==> config.mk <==
export PLATFORM = sky130hd
export DESIGN_NAME = pbox_inv_buf_flat
export DESIGN_NICKNAME = d
export VERILOG_FILES = /design/src/rtl/pbox_inv_buf_if.sv /design/src/rtl/pbox_inv_buf.sv /design/src/flat_wrapper.sv
export SDC_FILE = /design/constraint.sdc
export NUM_CORES = 1
export LEC_CHECK = 0
export ABC_AREA = 1
export BUFFER_PORTS_ARGS = -buffer_cell sky130_fd_sc_hd__buf_2
export CORE_MARGIN = 3
export CORE_UTILIZATION = 45
export DETAILED_ROUTE_END_ITERATION = 8
export PLACE_DENSITY = 0.68
export SLEW_MARGIN = 30
export SYNTH_ARGS = -nofsm -noshare
export SYNTH_HDL_FRONTEND = slang
export SYNTH_SLANG_ARGS = --single-unit
==> constraint.sdc <==
create_clock -name clk -period 7.5 [get_ports clk]
set_clock_uncertainty 0.1 [all_clocks]
set_input_delay 1.5 -clock clk [delete_from_list [all_inputs] [get_ports clk]]
set_output_delay 1.5 -clock clk [all_outputs]
set_load 0.005 [all_outputs]
==> src/rtl/pbox_inv_buf_if.sv <==
// pbox_inv_buf_if: valid/ready stream bundle for the inverse-P buffer
interface pbox_inv_buf_if;
    logic [31:0] in_data;
    logic        in_valid;
    logic        in_ready;
    logic [31:0] out_data;
    logic        out_valid;
    logic        out_ready;
    modport slave (input in_data, in_valid, out_ready, output in_ready, out_data, out_valid);
    modport master (output in_data, in_valid, out_ready, input in_ready, out_data, out_valid);
endinterface

==> src/rtl/pbox_inv_buf.sv <==
// pbox_inv_buf: inverse DES P permutation with 2-entry buffer; PBOX_INV_SELFCHECK_EN adds forward-P check
module pbox_inv_buf #(
    parameter int CNT_W = 16
) (
    input  logic             clk,
    input  logic             rst,
    input  logic             flush,
    pbox_inv_buf_if.slave    bus,
    output logic [CNT_W-1:0] word_cnt,
    output logic             chk_err
);
    typedef enum logic [1:0] {EMPTY, ONE, FULL} state_t;
    localparam logic [4:0] M [32] = '{11, 17, 5, 27, 25, 10, 20, 0, 13, 21, 3, 28, 29, 7, 18, 24,
                                      31, 22, 12, 6, 26, 2, 16, 8, 14, 30, 4, 19, 1, 9, 15, 23};
    state_t      state;
    logic [31:0] head;
    logic [31:0] tail;
    logic [31:0] inv;
    logic        acc;
    logic        pop;
    assign acc = bus.in_valid & bus.in_ready;
    assign pop = bus.out_valid & bus.out_ready;
    assign bus.out_data = head;
    for (genvar j = 0; j < 32; j++) begin : g_inv
        assign inv[j] = bus.in_data[M[j]];
    end
    // occupancy FSM; words are stored already inverted, head drives out_data
    always_ff @(posedge clk or posedge rst) begin
        if (rst) begin
            state         <= EMPTY;
            bus.in_ready  <= 1'b1;
            bus.out_valid <= 1'b0;
            head          <= '0;
            tail          <= '0;
            word_cnt      <= '0;
        end else begin
            if (acc) word_cnt <= word_cnt + CNT_W'(1);
            if (flush) begin
                state         <= EMPTY;
                bus.in_ready  <= 1'b1;
                bus.out_valid <= 1'b0;
                head          <= '0;
                tail          <= '0;
            end else begin
                case (state)
                    EMPTY: if (acc) begin
                        head          <= inv;
                        state         <= ONE;
                        bus.out_valid <= 1'b1;
                    end
                    ONE: if (acc && !pop) begin
                        tail         <= inv;
                        state        <= FULL;
                        bus.in_ready <= 1'b0;
                    end else if (acc) begin
                        head <= inv;
                    end else if (pop) begin
                        state         <= EMPTY;
                        bus.out_valid <= 1'b0;
                    end
                    FULL: if (pop) begin
                        head         <= tail;
                        state        <= ONE;
                        bus.in_ready <= 1'b1;
                    end
                    default: begin
                        state         <= EMPTY;
                        bus.in_ready  <= 1'b1;
                        bus.out_valid <= 1'b0;
                    end
                endcase
            end
        end
    end
`ifdef PBOX_INV_SELFCHECK_EN
    localparam logic [4:0] S [32] = '{16, 25, 12, 11, 3, 20, 4, 15, 31, 17, 9, 6, 27, 14, 1, 22,
                                      30, 24, 8, 18, 0, 5, 29, 23, 13, 19, 2, 26, 10, 21, 28, 7};
    logic [31:0] fwd;
    for (genvar k = 0; k < 32; k++) begin : g_fwd
        assign fwd[31-k] = inv[S[k]];
    end
    // sticky flag when re-permuting the inverse does not reproduce the input
    always_ff @(posedge clk or posedge rst) begin
        if (rst) chk_err <= 1'b0;
        else if (acc && fwd != bus.in_data) chk_err <= 1'b1;
    end
`else
    assign chk_err = 1'b0;
`endif
endmodule

==> src/flat_wrapper.sv <==
// flat-port wrapper written by rule: the top's interface ports become plain ports
module pbox_inv_buf_flat 
#(
    parameter int CNT_W = 16
)
  (clk, rst, flush, word_cnt, chk_err, bus_in_data, bus_in_valid, bus_out_ready, bus_in_ready, bus_out_data, bus_out_valid);
  pbox_inv_buf_if bus_i ();
  input  logic clk;
  input  logic rst;
  input  logic flush;
  output logic [CNT_W-1:0] word_cnt;
  output logic chk_err;
  input wire logic [$bits(bus_i.in_data)-1:0] bus_in_data;
  input wire logic [$bits(bus_i.in_valid)-1:0] bus_in_valid;
  input wire logic [$bits(bus_i.out_ready)-1:0] bus_out_ready;
  output wire logic [$bits(bus_i.in_ready)-1:0] bus_in_ready;
  output wire logic [$bits(bus_i.out_data)-1:0] bus_out_data;
  output wire logic [$bits(bus_i.out_valid)-1:0] bus_out_valid;
  assign bus_i.in_data = bus_in_data;
  assign bus_i.in_valid = bus_in_valid;
  assign bus_i.out_ready = bus_out_ready;
  assign bus_in_ready = bus_i.in_ready;
  assign bus_out_data = bus_i.out_data;
  assign bus_out_valid = bus_i.out_valid;
  pbox_inv_buf #(.CNT_W(CNT_W)) u_core (.clk(clk), .rst(rst), .flush(flush), .bus(bus_i), .word_cnt(word_cnt), .chk_err(chk_err));
endmodule
==> impl_results.md, run 1 <==
* Diodes inserted at 0
* Drt first pass iters at 5
* Commonest non-fill, non-tap cell in the layout: nand2_1
* GPL Wtd Cong at 0.800
* Die width at 103 um
* CP Launch Point: flush
* Post-Syn Area at 4200 sq um
* Placed Area at 4650 sq um
* Worst-Skew Late Latency at 0.36 ns
* Initial core utilization at 47.2%
* Drt initial violations at 222
* Hold_buf cts at 0
* Hold Fails Final Rpt at 0
* Share of layout cells above drive strength 1 at 19.9%
* Int Power at 0.847 mW
* Setup_tns at 0 ns
* CTS resizes at 0
* Least-Margin Pin Slew at 0.911 ns
* Clock Sinks at 84
* IO Pins at 88
* Pleak at 2.58 nW
* Pwr dens at 277 nW/um^2
* Top_reg_cell synth: dfrtp_1
* Area Growth Syn to Fin at 15.4%
* Global-route wire length before repair at 17.3 mm
* Via count at 3784
* IO Port Bufs at 86
* Largest net degree at the start of global routing at 85
* Post-route DRC at 0
* Crit path DAT at 3.89 ns
* Min Tclk post-route at 3.69 ns
* Clock Power Share at 24.7%
* Max Cap Viol at 0
* Post-synth cell types at 24
* DR WL/cell at 14.5 um
* EDFF count, synth at 0
* Fin area at 4850 sq um
* HP Start: u_core.bus.out_data[31]
* # setup viols final at 0
* Crit share post-route at 49.2%
* Die ar. at 10500 sq um
* CP endpoint kind: register
* CTS Buf Count at 9
* Row cnt at 34
* Sw frac at 37.1%
* Slew headroom at 39.1%
* HPWL Detailed at 6.61 mm
* Crit path kind: in -> reg
* Status: complete, no violations
* Sequential share of the synthesized area at 50.1%
* Initial antenna violation count at 0
* Clk slew on worst S/H paths at 0.09 ns
* Reg2reg start: u_core.state[0]
* Vias per cell at 5.31
* CTS tree: yes
* Post-Synthesis Net Count at 575
* Clock Path Buffers at 2
* Clock root buffer: clkbuf_8
* Comb pwr share at 29.3%
* Slew Viols, Final at 0
* Vias in the first global route at 3660
* Setup repair bufs after CTS at 0
* Share of power burned in registers at 46.1%
* Most frequent cells in the layout: nand2_1 (102), buf_2 (86), dfrtp_1 (83)
* Final ANT Viol Nets at 0
* Async SR Flop Fraction at 100%
* Yosys Warn Count at 0
* Chip Height at 103 um
* VDD IR-drop max at 122 uV
* Core area at 8890 sq um
* Syn_area_per_cell at 7.90 sq um
* Total GRT Usage at 20.7%
* Final net count at 642
* CP Launch Type: input port
* Post-Syn Instances at 532
* HP Class: reg -> reg
* Sw Pwr at 0.498 mW
* Worst EP required at 7.70 ns
* Gr ovfl total at 0
* Worst-path maximum fanout at 37
* H-Tree Depth at 3
* RSZ-0062 raised after global routing: false
* Post-synthesis register bit count at 84
* Total wire length at 10.3 mm
* F_max at 0.271 GHz
## critical path, stage by stage
cell     delay [ns]
buf_2          0.13
nor2_4         0.72
nand2_2        0.63
nand3_2        0.67
nand2_1        0.12
nand2_1        0.08
## final timing paths
| kind | end | slack (ns) | depth (start not counted) |
|---|---|---|---|
| min in group asynchronous | u_core.bus.out_data[23] | 1.23 | 3 |
| max | u_core.bus.out_data[30] | 3.81 | 6 |
| max in group asynchronous | u_core.tail[3] | 5.55 | 3 |
| min reg2reg | u_core.bus.out_data[31] | 0.38 | 2 |
| min | u_core.bus.out_data[31] | 0.38 | 2 |
| max reg2reg | u_core.bus.out_data[30] | 4.03 | 9 |
## state kept, by name (all words and copies together) (netlist names)
register / flops
u_core.tail: 32
u_core.word_cnt: 16
u_core.bus.out_valid: 1
u_core.bus.in_ready: 1
u_core.state: 2
u_core.bus.out_data: 32
## routing by layer
metal	GRT usage (%)	routed length, um	share of wire [%]
met4	8.78	210	2.0
met1	27.3	4560	44
met3	3.32	638	6.2
met5	0	0	0
met2	33.9	4930	48
## metrics by stage
stage	total power, mW	utilization [%]	setup slack, ns	hold slack [ns]	cells
finish	1.35	54.5	3.81	0.375	712
global route	1.45	54.5	3.56	0.400	712
CTS	1.36	54.5	3.80	0.382	712
detailed placement	1.03	52.3	3.43	0.358	696
global placement	1.01	52.1	3.39	0.355	696
floorplan	0.874	-	3.74	0.365	532
## kinds of logic (layout without fill, tap and decap cells)
family          count (synthesis)  after routing  synth area share, %
simple gates                  268            268                 28.1
buf+inv                        88            160                 8.79
flops                          84             84                 50.1
compound gates                 74             74                 8.91
xor+xnor                       11             11                 2.29
fa+ha+maj                       6              6                 1.79
other cells                     1              1               0.0893
## power by group through the flow
stage               clock (mW)  sequential [mW]  combinational [mW]
global placement             0            0.628               0.386
global route             0.359            0.633               0.454
detailed placement           0            0.629               0.400
finish                   0.332            0.620               0.394
CTS                      0.339            0.621               0.401
floorplan                    0            0.624               0.250
## cell usage after synthesis, types with 4 or more instances
cell type	n	area share, %
dfrtp_1	83	49
buf_2	13	1.5
o21ai_0	70	8.3
buf_4	4	0.71
nand2_1	102	9.1
nand4_1	35	5.2
nor2_1	78	7.0
xor2_1	6	1.3
ha_1	6	1.8
clkbuf_1	15	1.3
nand3_1	45	5.4
xnor2_1	5	1.0
inv_1	52	4.6
## final cells by class
| cell class | count | area (sq um) |
|---|---|---|
| Inverter | 55 | 208 |
| Clock buffer | 9 | 124 |
| Sequential cell | 84 | 2100 |
| Timing Repair Buffer | 89 | 457 |
| Tap cell | 108 | 135 |
| Fill cell | 846 | 4040 |
| Multi-Input combinational cell | 360 | 1740 |
| Clock inverter | 7 | 77.6 |
Power figures use the tool's default switching activity.
==> run 2: changes to the inputs <==
--- a/config.mk
+++ b/config.mk
@@ -5,12 +5,12 @@
 export SDC_FILE = /design/constraint.sdc
 export NUM_CORES = 1
 export LEC_CHECK = 0
-export ABC_AREA = 1
+export ABC_AREA = 0
 export BUFFER_PORTS_ARGS = -buffer_cell sky130_fd_sc_hd__buf_2
 export CORE_MARGIN = 3
 export CORE_UTILIZATION = 45
 export DETAILED_ROUTE_END_ITERATION = 8
-export PLACE_DENSITY = 0.68
+export PLACE_DENSITY = 0.71
 export SLEW_MARGIN = 30
 export SYNTH_ARGS = -nofsm -noshare
 export SYNTH_HDL_FRONTEND = slang
==> constraint.sdc (replaced) <==
create_clock -name clk -period 3 [get_ports clk]
set_clock_uncertainty 0.1 [all_clocks]
set_input_delay 0.6 -clock clk [delete_from_list [all_inputs] [get_ports clk]]
set_output_delay 0.6 -clock clk [all_outputs]
set_load 0.005 [all_outputs]
==> run 2 against run 1 <==
- total power increased by 140%
- global-route usage is 2.9 points lower
- worst setup slack lost 3.1 ns
- register-to-register slack worse by 3.3 ns
- critical path type is now reg -> reg
==> impl_results.md, run 2 <==
* Async SR Flop Fraction at 100% (unchanged)
* Least-Margin Pin Slew at 0.843 ns (was 0.911 ns)
* Hold_ws at 0.277 ns (was 0.375 ns)
* Chip Height at 98.5 um (was 103 um)
* Die ar. at 9710 sq um (was 10500 sq um)
* Share of power burned in registers at 47.3% (was 46.1%)
* EDFF count, synth at 0 (unchanged)
* Die width at 98.5 um (was 103 um)
* Top_reg_cell synth: dfrtp_1 (unchanged)
* Post-Place Cells at 491 (was 696)
* Initial core utilization at 46.7% (was 47.2%)
* Drt initial violations at 106 (was 222)
* VDD IR-drop max at 356 uV (was 122 uV)
* Worst-path maximum fanout at 22 (was 37)
* Vias per cell at 5.41 (was 5.31)
* Multi-input gate area at 1640 sq um (was 1740 sq um)
* Hold_buf cts at 0 (unchanged)
* Core area at 8260 sq um (was 8890 sq um)
* Pleak at 2.23 nW (was 2.58 nW)
* Leading area contributor after synthesis: dfrtp_1 (unchanged)
* Sw frac at 30.9% (was 37.1%)
* Most frequent cells in the layout: buf_2 (86), dfrtp_1 (83), nor2_1 (36) (was nand2_1 (102), buf_2 (86), dfrtp_1 (83))
* End of the critical path: u_core.bus.out_data[1] (was u_core.bus.out_data[30])
* Layer with the highest usage: met2 (unchanged)
* Crit path kind: reg -> reg (was in -> reg)
* Fillers at 727 (was 846)
* Total area of sequential cells at 2100 sq um (unchanged)
* Worst-Skew Late Latency at 0.35 ns (was 0.36 ns)
* GR Layer Usage met3 at 7.29% (was 3.32%)
* Diodes inserted at 0 (unchanged)
* Yosys Warn Count at 0 (unchanged)
* HP Class: in -> async (was reg -> reg)
* Slew headroom at 43.8% (was 39.1%)
* Cell with the most instances after synthesis: dfrtp_1 (was nand2_1)
* Comb pwr share at 27.1% (was 29.3%)
* # setup viols final at 0 (unchanged)
* Sequential share of the synthesized area at 54.6% (was 50.1%)
* Total GRT Usage at 17.8% (was 20.7%)
* Clock Path Buffers at 2 (unchanged)
* Min Tclk post-route at 2.29 ns
* Post-Synthesis Net Count at 356 (was 575)
* IO Pins at 88 (unchanged)
* IO Port Bufs at 86 (unchanged)
* Post-route DRC at 0 (unchanged)
* Global-route wire length before repair at 14.0 mm (was 17.3 mm)
* HPWL Detailed at 5.49 mm (was 6.61 mm)
* CP endpoint kind: register (unchanged)
* Clock root buffer: clkbuf_8 (unchanged)
* CP Launch Type: register (was input port)
* Setup_tns at 0 ns (unchanged)
* Post-synthesis register bit count at 84 (unchanged)
* Area Growth Syn to Fin at 19.5% (was 15.4%)
* R2r endpoint: u_core.bus.out_data[1] (was u_core.bus.out_data[30])
* Post-synth cell types at 36 (was 24)
* Largest net degree at the start of global routing at 49 (was 85)
* RSZ-0062 raised after global routing: false (unchanged)
* Total wire length at 8.28 mm (was 10.3 mm)
* Gr ovfl total at 0 (unchanged)
* Final ANT Viol Nets at 0 (unchanged)
* Int Power at 2.24 mW (was 0.847 mW)
* Non-filler instance count after layout at 507 (was 712)
* Pwr dens at 704 nW/um^2 (was 277 nW/um^2)
* Setup repair bufs after CTS at 0 (unchanged)
* Synth top area share at 53.9% (was 49.4%)
* Sw Pwr at 1.00 mW (was 0.498 mW)
* Worst EP required at 3.13 ns (was 7.70 ns)
* Post-Syn Instances at 313 (was 532)
* Initial antenna violation count at 0 (unchanged)
* Max Cap Viol at 0 (unchanged)
* Drt first pass iters at 4 (was 5)
* Via count at 2743 (was 3784)
* Commonest non-fill, non-tap cell in the layout: buf_2 (was nand2_1)
* Crit path DAT at 2.42 ns (was 3.89 ns)
* Clock Power Share at 25.6% (was 24.7%)
* Clock Sinks at 84 (unchanged)
* Hold Fails Final Rpt at 0 (unchanged)
* Synth top area cells: dfrtp_1 (54%), mux2_2 (9.1%), mux2i_1 (8.3%), a22o_1 (7.3%), nor2_1 (3.6%) (was dfrtp_1 (49%), nand2_1 (9.1%), o21ai_0 (8.3%), nor2_1 (7.0%), nand3_1 (5.4%))
* Status: complete, no violations (unchanged)
* Vias in the first global route at 2895 (was 3660)
* Share of layout cells above drive strength 1 at 36.1% (was 19.9%)
* GPL Wtd Cong at 0.757 (was 0.800)
* Row cnt at 33 (was 34)
* DR WL/cell at 16.3 um (was 14.5 um)
* Reg2reg start: u_core.bus.in_ready (was u_core.state[0])
* Final net count at 440 (was 642)
* Post-Syn Area at 3850 sq um (was 4200 sq um)
* Syn_area_per_cell at 12.3 sq um (was 7.90 sq um)
* Slew Viols, Final at 0 (unchanged)
* H-Tree Depth at 3 (unchanged)
* CTS resizes at 0 (unchanged)
* R2R setup slack at 0.71 ns (was 4.03 ns)
* CTS tree: yes (unchanged)
* Worst reg-to-reg path cell count at 5 (was 9)
* M2 GR Usage at 29.3% (was 33.9%)
* Top post-synthesis cells by count: dfrtp_1 (83), nor2_1 (37), a22o_1 (32), mux2i_1 (32), mux2_2 (31) (was nand2_1 (102), dfrtp_1 (83), nor2_1 (78))
* Clk slew on worst S/H paths at 0.09 ns (about the same)
* F_max at 0.436 GHz
* Crit share post-route at 76.4%
* CP Launch Point: u_core.bus.in_ready (was flush)
* Global routing met1 resource utilization at 22.1% (was 27.3%)
* CTS Buf Count at 9 (unchanged)
-- run 2: worst max-delay path: stages, from the launching register on --
cell	delay [ns]
dfstp_2	0.58
and2_1	0.35
nand3_1	0.23
a31oi_4	0.21
buf_4	0.33
mux2_2	0.37
-- run 2: worst min path at each step --
stage | cells past startpoint | slack [ns] | endpoint
after floorplan | 1 | 0.37 | u_core.tail[0]
after global routing | 2 | 0.33 | u_core.tail[26]
after global placement | 1 | 0.36 | u_core.word_cnt[15]
after CTS | 2 | 0.30 | u_core.tail[27]
final | 2 | 0.28 | u_core.tail[27]
after detailed placement | 1 | 0.36 | u_core.word_cnt[15]
-- run 2: kinds of logic after synthesis --
group                      synth area share, %
other                                   0.0973
xor gates and xnor gates                  3.41
adders and majority gates                 1.95
muxes                                     17.7
and+or+nand+nor                           8.57
DFF                                       54.6
AOI/OAI and AO/OA                         10.3
buffers and inverters                     3.44
-- run 2: layout make-up --
type | instances | area share, %
Clock buffer | 13 | 3.45
Clock inverter | 3 | 0.979
Inverter | 3 | 0.272
Multi-Input combinational cell | 205 | 35.6
Sequential cell | 84 | 45.7
Tap cell | 105 | 2.85
Timing Repair Buffer | 94 | 11.2
-- run 2: layer usage --
layer	vias to the layer above	part of all wire (%)
li1	1279	-
met1	1392	44
met2	67	48
met3	5	7.7
met4	0	0.62
met5	-	0
-- run 2: metrics by stage --
step | utilization [%] | cell area, sq um | power [mW] | setup WS [ns]
floorplan | - | 3850 | 2.11 | 0.137
detailed placement | 53.3 | 4400 | 2.44 | 0.559
finish | 55.7 | 4600 | 3.24 | 0.708
global placement | 53.3 | 4400 | 2.41 | 0.611
global route | 55.7 | 4600 | 3.44 | 0.603
CTS | 55.7 | 4600 | 3.28 | 0.705
-- run 2: power groups by stage --
stage	clock network (mW)	logic, mW	registers, mW
after floorplan	0	0.582	1.52
after CTS	0.859	0.894	1.53
after global routing	0.899	0.976	1.57
final	0.829	0.879	1.53
after global placement	0	0.871	1.54
after detailed placement	0	0.890	1.55
